--- src/rtl/fp_square_seq_pkg.sv ---
// Shared binary32 constants, field widths and the squarer's state encoding.
// Imported by the squarer top level and its multiplier.
package fp32_pkg;
  localparam int EXP_W    = 8;
  localparam int FRAC_W   = 23;
  localparam int EXP_BIAS = 127;
  localparam int EXP_MAX  = 255;

  localparam logic [31:0] QNAN = 32'h7FC0_0000;
  localparam logic [31:0] PINF = 32'h7F80_0000;

  typedef enum logic [1:0] {
    IDLE = 2'd0,
    MUL  = 2'd1,
    NORM = 2'd2,
    DONE = 2'd3
  } state_e;
endpackage

--- src/rtl/fp_square_seq_if.sv ---
// Request/result bundle of the sequential binary32 squarer.
// start is accepted only while busy = 0 and the block is not in DONE.
// done pulses for one cycle with S valid; S then holds until the next done.
interface fp_square_seq_if;
  logic        start;
  logic [31:0] A;
  logic        busy;
  logic        done;
  logic [31:0] S;

  modport master (output start, A, input busy, done, S);
  modport slave  (input start, A, output busy, done, S);
endinterface

--- src/rtl/fp_square_seq_mult24.sv ---
// 24x24 unsigned shift-and-add multiplier: one partial product per cycle.
// load clears the accumulator and starts a 24-step run; last flags the final step.
module seq_mult24 (
  input  logic        clk,
  input  logic        rst,
  input  logic        load,
  input  logic [23:0] a,
  input  logic [23:0] b,
  output logic [47:0] p,
  output logic        last
);
  logic [47:0] acc;
  logic [23:0] mcand;
  logic [23:0] mplier;
  logic [4:0]  cnt;
  logic        run;

  always_ff @(posedge clk) begin
    if (rst) begin
      acc    <= '0;
      mcand  <= '0;
      mplier <= '0;
      cnt    <= '0;
      run    <= 1'b0;
    end else if (load) begin
      acc    <= '0;
      mcand  <= a;
      mplier <= b;
      cnt    <= '0;
      run    <= 1'b1;
    end else if (run) begin
      if (mplier[0]) acc <= acc + ({24'd0, mcand} << cnt);
      mplier <= mplier >> 1;
      cnt    <= cnt + 5'd1;
      // The product stays frozen in acc once the run ends.
      if (cnt == 5'd23) run <= 1'b0;
    end
  end

  assign p    = acc;
  assign last = run && (cnt == 5'd23);
endmodule

--- src/rtl/fp_square_seq.sv ---
// Sequential binary32 squarer: FSM, special-case decode, exponent math and
// normalisation around a shift-add mantissa multiplier. Truncating, FTZ, sign always 0.
module fp_square_seq
  import fp32_pkg::*;
(
  input  logic                 clk,
  input  logic                 rst,
  fp_square_seq_if.slave       bus,
  output logic [1:0]           dbg_state
);
  localparam logic [1:0] ST_IDLE = IDLE;
  localparam logic [1:0] ST_MUL  = MUL;
  localparam logic [1:0] ST_NORM = NORM;
  localparam logic [1:0] ST_DONE = DONE;

  logic [1:0]        state;
  logic [30:0]       a_q;
  logic [31:0]       s_q;
  logic [47:0]       prod;
  logic              last;
  logic              load;
  logic [EXP_W-1:0]  e;
  logic [FRAC_W-1:0] frac;
  logic              n;
  logic signed [9:0] exp_calc;
  logic [FRAC_W-1:0] mant;
  logic [31:0]       result;

  assign load = (state == ST_IDLE) && bus.start;

  seq_mult24 u_mult (
    .clk  (clk),
    .rst  (rst),
    .load (load),
    .a    ({1'b1, bus.A[22:0]}),
    .b    ({1'b1, bus.A[22:0]}),
    .p    (prod),
    .last (last)
  );

  always_ff @(posedge clk) begin
    if (rst) begin
      state <= ST_IDLE;
      a_q   <= '0;
      s_q   <= '0;
    end else begin
      case (state)
        ST_IDLE: if (bus.start) begin
          a_q   <= bus.A[30:0];
          state <= ST_MUL;
        end
        ST_MUL:  if (last) state <= ST_NORM;
        ST_NORM: begin
          s_q   <= result;
          state <= ST_DONE;
        end
        default: state <= ST_IDLE;
      endcase
    end
  end

  // 2e - bias + n: 10-bit signed covers -125..384 without wrap.
  always_comb begin
    e        = a_q[30:23];
    frac     = a_q[22:0];
    n        = prod[47];
    mant     = n ? prod[46:24] : prod[45:23];
    exp_calc = $signed({1'b0, e, 1'b0}) - 10'sd127 + $signed({9'd0, n});
    result   = {1'b0, exp_calc[7:0], mant};
    if (e == 8'(EXP_MAX) && frac != '0)  result = QNAN;
    else if (e == 8'(EXP_MAX))           result = PINF;
    else if (e == '0)                    result = '0;
    else if (exp_calc >= 10'sd255)       result = PINF;
    else if (exp_calc <= 10'sd0)         result = '0;
  end

  assign bus.busy  = (state == ST_MUL) || (state == ST_NORM);
  assign bus.done  = (state == ST_DONE);
  assign bus.S     = s_q;
  assign dbg_state = state;
endmodule

--- src/flat_wrapper.sv ---
// flat-port wrapper written by rule: the top's interface ports become plain ports
module fp_square_seq_flat import fp32_pkg::*;
  (clk, rst, dbg_state, bus_start, bus_A, bus_busy, bus_done, bus_S);
  fp_square_seq_if bus_i ();
  input  logic clk;
  input  logic rst;
  output logic [1:0] dbg_state;
  input wire logic [$bits(bus_i.start)-1:0] bus_start;
  input wire logic [$bits(bus_i.A)-1:0] bus_A;
  output wire logic [$bits(bus_i.busy)-1:0] bus_busy;
  output wire logic [$bits(bus_i.done)-1:0] bus_done;
  output wire logic [$bits(bus_i.S)-1:0] bus_S;
  assign bus_i.start = bus_start;
  assign bus_i.A = bus_A;
  assign bus_busy = bus_i.busy;
  assign bus_done = bus_i.done;
  assign bus_S = bus_i.S;
  fp_square_seq u_core (.clk(clk), .rst(rst), .bus(bus_i), .dbg_state(dbg_state));
endmodule
--- config.mk ---
export PLATFORM = sky130hd
export DESIGN_NAME = fp_square_seq_flat
export DESIGN_NICKNAME = d
export VERILOG_FILES = /design/src/rtl/fp_square_seq_pkg.sv /design/src/rtl/fp_square_seq_if.sv /design/src/rtl/fp_square_seq_mult24.sv /design/src/rtl/fp_square_seq.sv /design/src/flat_wrapper.sv
export SDC_FILE = /design/constraint.sdc
export NUM_CORES = 1
export LEC_CHECK = 0
export ABC_AREA = 0
export BUFFER_PORTS_ARGS = -buffer_cell sky130_fd_sc_hd__buf_2
export CORE_MARGIN = 1.5
export CORE_UTILIZATION = 40
export DETAILED_ROUTE_END_ITERATION = 12
export PLACE_DENSITY = 0.53
export SETUP_SLACK_MARGIN = 0.05
export SYNTH_ARGS = -nofsm -noshare
export SYNTH_HDL_FRONTEND = slang
export SYNTH_SLANG_ARGS = --single-unit
--- constraint.sdc ---
create_clock -name clk -period 6.59 [get_ports clk]
set_clock_uncertainty 0.05 [all_clocks]
set_input_delay 1.318 -clock clk [delete_from_list [all_inputs] [get_ports clk]]
set_output_delay 1.318 -clock clk [all_outputs]
set_load 0.02 [all_outputs]
==> summary by stage <==
Detailed routing
The routed wire length is 25950 um. The via-per-instance ratio is about 5.4. After the first detailed-routing iteration, the DRC count stood at between 400 and 500.

The first TritonRoute pass finished after 5 iterations. The total DRC errors in the routed layout is 0. The antenna violation net count after detailed routing is 0. The via total after detailed routing is 8636. The post-detailed-route wirelength per cell is 16.18 um.

Logic synthesis
The cell count after synthesis came out at 1248. The netlist uses 68 different library cells. The synthesized flop and latch total is 143. A synthesized cell averages around 7.8 um2.

The share of synthesized area occupied by flip-flops and latches is between 20 and 30%. The cell area after technology mapping is a little under 10000 um2. The number of warnings reported in the yosys synthesis log is 0.

Ranked by total cell area, the synthesized netlist is headed by sky130_fd_sc_hd__dfxtp_1, sky130_fd_sc_hd__nand2_1, sky130_fd_sc_hd__a21oi_1. The number of nets in the synthesized netlist is 1339. The prevailing post-synth register cell is sky130_fd_sc_hd__dfxtp_1. The number of flops mapped to enable cells by yosys is 0. The synthesized design spends more area on one cell type than any other, namely sky130_fd_sc_hd__dfxtp_1. After synthesis, the share of flip-flops with an asynchronous set or reset is 0%. After synthesis, the largest area contributor takes up 29.50% of total cell area.

Global route
The total global routing overflow is 0. The via count of the first global-routing pass is 8129. The total routing resource utilization after global routing is between 20% and 30%.

The first global-routing pass estimated between 40000 and 50000 um of wire. The number of antenna violations at the first check in global routing was 0. Entering global routing, the biggest net connects 73 pins.

Critical path
The kind of capture point of the worst setup path is a flip-flop. Setup slack on the worst reg-to-reg path comes out at 1.42 ns. The class of the most critical setup path is reg -> reg. STA classifies the critical path startpoint as a flip-flop. Data arrives at the worst endpoint at between 5 and 6 ns. The maximum fanout along the worst path is 22.

The data required time at the worst endpoint is 6.90 ns. Measured in cells, the most critical reg-to-reg path has a length of 16.

CTS
The number of buffers on the longest clock path is 2. TritonCTS created 17 clock buffers. The clock tree root driver cell is sky130_fd_sc_hd__clkbuf_16. After clock tree synthesis, the flow added hold-fix buffers numbering 0. The tree built by TritonCTS fans out to 143 sinks. The source-to-sink clock delay at the later pin of the worst-skew pair is 0.44 ns. The register clock-pin slew on the reported worst setup and hold paths is 0.07 ns. Once the clock tree was built, the resizer swapped 0 gates to a different size. TritonCTS built the clock tree. The number of setup buffers added after CTS is 0.

The number of levels the H-tree was split into is 4.

Final layout
The layout cell share with drive strength beyond 1 is 14.09%. The top cell types in the final layout, fill and taps aside, are sky130_fd_sc_hd__nand2_1, sky130_fd_sc_hd__a21oi_1, sky130_fd_sc_hd__dfxtp_1. The layout has approximately 2400 filler cells. The library cell used most frequently in the layout, excluding fill and tap cells, is sky130_fd_sc_hd__nand2_1. The layout net count is 1363.

The count of antenna diodes in the layout is 0. The layout-stage area growth over the synthesis result is 12.20%. The finished cells cover 10890 um2.

Once layout is complete, the cells apart from fillers number 1604.

STA
The share of the clock period used by the worst path after layout is 78.47%. The count of endpoints failing hold in the final timing report is 0. Setup violations remaining at the end of the flow were counted as 0. Timing would allow up to 193.4 MHz. The tightest hold path in the finished design has a slack of 0.3915 ns. The headroom to the max-slew limit is 33.70%. For the pin with the worst max-slew slack, the measured transition is 0.9931 ns.

Setup repair after global routing left no endpoint under its margin. In the final timing run, aggregate negative setup slack is 0 ns. The number of pins with negative max-slew slack in the final report is 0. Setup slack closes at 1.419 ns. The smallest clock period supported by the final layout is computed as between 5 and 6 ns.

Hold path
The worst hold path passes through 2 cells. The type of the most critical hold path is reg -> reg.

Pwr
The static power due to leakage is 4.322 nW. The worst voltage drop across the vdd grid is ~0.00018 V. The cell area power density is 276.6 nW/um2.

Place
The post-detailed-placement cell area is 10270 um2. The number of placed instances, taps included, is around 1600. The count of buffers from port buffering is approximately 70. The sum of net half-perimeters after detailed placement is 19190 um. Before CTS, the worst setup slack after placement is roughly 1.5 ns.

Routability-driven placement finished with a final weighted congestion of 0.8944.

Floorplan
The region available for standard cell placement spans 23610 um2. The I/O pin count is about 70. In this run the core area contains 56 standard-cell rows. In this run the vertical extent of the chip is about 160 um.

Once the floorplan was initialized, standard cells occupied 41.10% of the core. The area of the die is 25210 um2. The chip width is 158.8 um.

Job
The count of maximum capacitance violations is 0.

Run status
The flow ran to the end, and the final reports show no timing, DRC or antenna violations.
-- metrics by stage --
step | power (mW) | util (%)
6_report | 3.012 | 46.12
5_1_grt | 3.192 | 46.12
4_1_cts | 3.046 | 46.12
3_5_place_dp | 1.987 | 43.48
3_3_place_gp | 1.983 | 43.48
2_1_floorplan | 1.734 | -
-- where the power goes --
part	switching, mW	internal, mW	total [mW]
clock	0.459	0.590	1.05
combinational	0.571	0.338	0.909
sequential	0.0922	0.962	1.05
total	1.12	1.89	3.01
-- state kept, by name, indices dropped and copies added, names as in the netlist --
| name | flops |
|---|---|
| u_core.u_mult.cnt | 5 |
| u_core.bus.S | 31 |
| u_core.u_mult.p | 48 |
| u_core.u_mult.run | 1 |
| u_core.dbg_state | 2 |
| u_core.u_mult.mcand | 24 |
| u_core.a_q | 8 |
| u_core.u_mult.mplier | 24 |
-- final timing paths --
path                        start                  end
min               u_core.bus.S[7]      u_core.bus.S[7]
max reg2reg  u_core.u_mult.cnt[1]  u_core.u_mult.p[47]
min reg2reg       u_core.bus.S[7]      u_core.bus.S[7]
max          u_core.u_mult.cnt[1]  u_core.u_mult.p[47]
-- synthesized netlist by cell type (3+ instances only) --
cell type                  count
sky130_fd_sc_hd__mux2i_1      60
sky130_fd_sc_hd__nand2_1     228
sky130_fd_sc_hd__a211oi_2      3
sky130_fd_sc_hd__a32o_1        3
sky130_fd_sc_hd__mux4_2        8
sky130_fd_sc_hd__and2_1       12
sky130_fd_sc_hd__nand4_1      13
sky130_fd_sc_hd__xor2_1       20
sky130_fd_sc_hd__clkbuf_1     55
sky130_fd_sc_hd__nand3_1      16
sky130_fd_sc_hd__buf_2         7
sky130_fd_sc_hd__mux2_2       41
sky130_fd_sc_hd__a31o_2        3
sky130_fd_sc_hd__o21ai_1      27
sky130_fd_sc_hd__ha_1         55
sky130_fd_sc_hd__a21boi_0      3
sky130_fd_sc_hd__inv_1        18
sky130_fd_sc_hd__dfxtp_1     143
sky130_fd_sc_hd__nor4_1        8
sky130_fd_sc_hd__o22ai_1      14
sky130_fd_sc_hd__a21oi_1     157
sky130_fd_sc_hd__nor2_1       99
sky130_fd_sc_hd__o21ai_0      53
sky130_fd_sc_hd__o211a_1       3
sky130_fd_sc_hd__nor3_1       10
sky130_fd_sc_hd__or3_1         4
sky130_fd_sc_hd__a22o_1       13
sky130_fd_sc_hd__nor2b_1       4
sky130_fd_sc_hd__and3_1        6
sky130_fd_sc_hd__a21o_1       22
sky130_fd_sc_hd__a221o_1       3
sky130_fd_sc_hd__buf_1        18
sky130_fd_sc_hd__nand2b_1     10
sky130_fd_sc_hd__xnor2_1      32
sky130_fd_sc_hd__o21bai_1      7
sky130_fd_sc_hd__a41o_1        3
sky130_fd_sc_hd__a211oi_1     13
sky130_fd_sc_hd__a31oi_1       9
sky130_fd_sc_hd__o211ai_1      8
-- layout make-up --
cell class	instances	area, um2	share of cell area, %
Multi-Input combinational cell	1005	6457	59.30
Sequential cell	143	2863	26.29
Timing Repair Buffer	86	475.5	4.366
Clock buffer	18	439.2	4.033
Tap cell	319	399.1	3.665
Clock inverter	14	183.9	1.689
Inverter	19	71.32	0.6549
-- cells by family (layout without fill, tap and decap cells) --
kind of cell / Yosys count / in the layout / synth area share [%]
multiplexers: 109 / 109 / 12.80
AO/OA/AOI/OAI: 363 / 363 / 22.70
buffers and inverters: 100 / 137 / 3.996
other: 1 / 1 / 0.03864
adder cells (fa/ha/maj): 56 / 56 / 7.297
AND/OR/NAND/NOR: 424 / 424 / 18.98
XOR/XNOR: 52 / 52 / 4.693
flip-flops: 143 / 143 / 29.50
-- layer usage --
metal | routed length, um | GRT usage [%] | up-vias
li1 | - | - | 4512
met5 | 0 | 0 | -
met4 | 397 | 5.584 | 0
met2 | 11730 | 33.25 | 145
met1 | 12990 | 28.24 | 3952
met3 | 833 | 3.239 | 27
-- worst max-delay path, stage by stage, from the launching register on --
cell	delay, ns
sky130_fd_sc_hd__dfxtp_1	0.98
sky130_fd_sc_hd__buf_4	0.31
sky130_fd_sc_hd__mux2i_1	0.20
sky130_fd_sc_hd__o21ai_0	0.14
sky130_fd_sc_hd__mux2_2	0.30
sky130_fd_sc_hd__o21ai_0	0.27
sky130_fd_sc_hd__nor2_1	0.07
sky130_fd_sc_hd__a41o_1	0.28
sky130_fd_sc_hd__ha_1	0.43
sky130_fd_sc_hd__nand4_1	0.13
sky130_fd_sc_hd__or2_1	0.26
sky130_fd_sc_hd__or4b_1	0.51
sky130_fd_sc_hd__a31oi_1	0.33
sky130_fd_sc_hd__o221ai_1	0.21
sky130_fd_sc_hd__xnor2_1	0.17
sky130_fd_sc_hd__or3_1	0.31
sky130_fd_sc_hd__a21oi_1	0.15
Power figures use the tool's default switching activity.
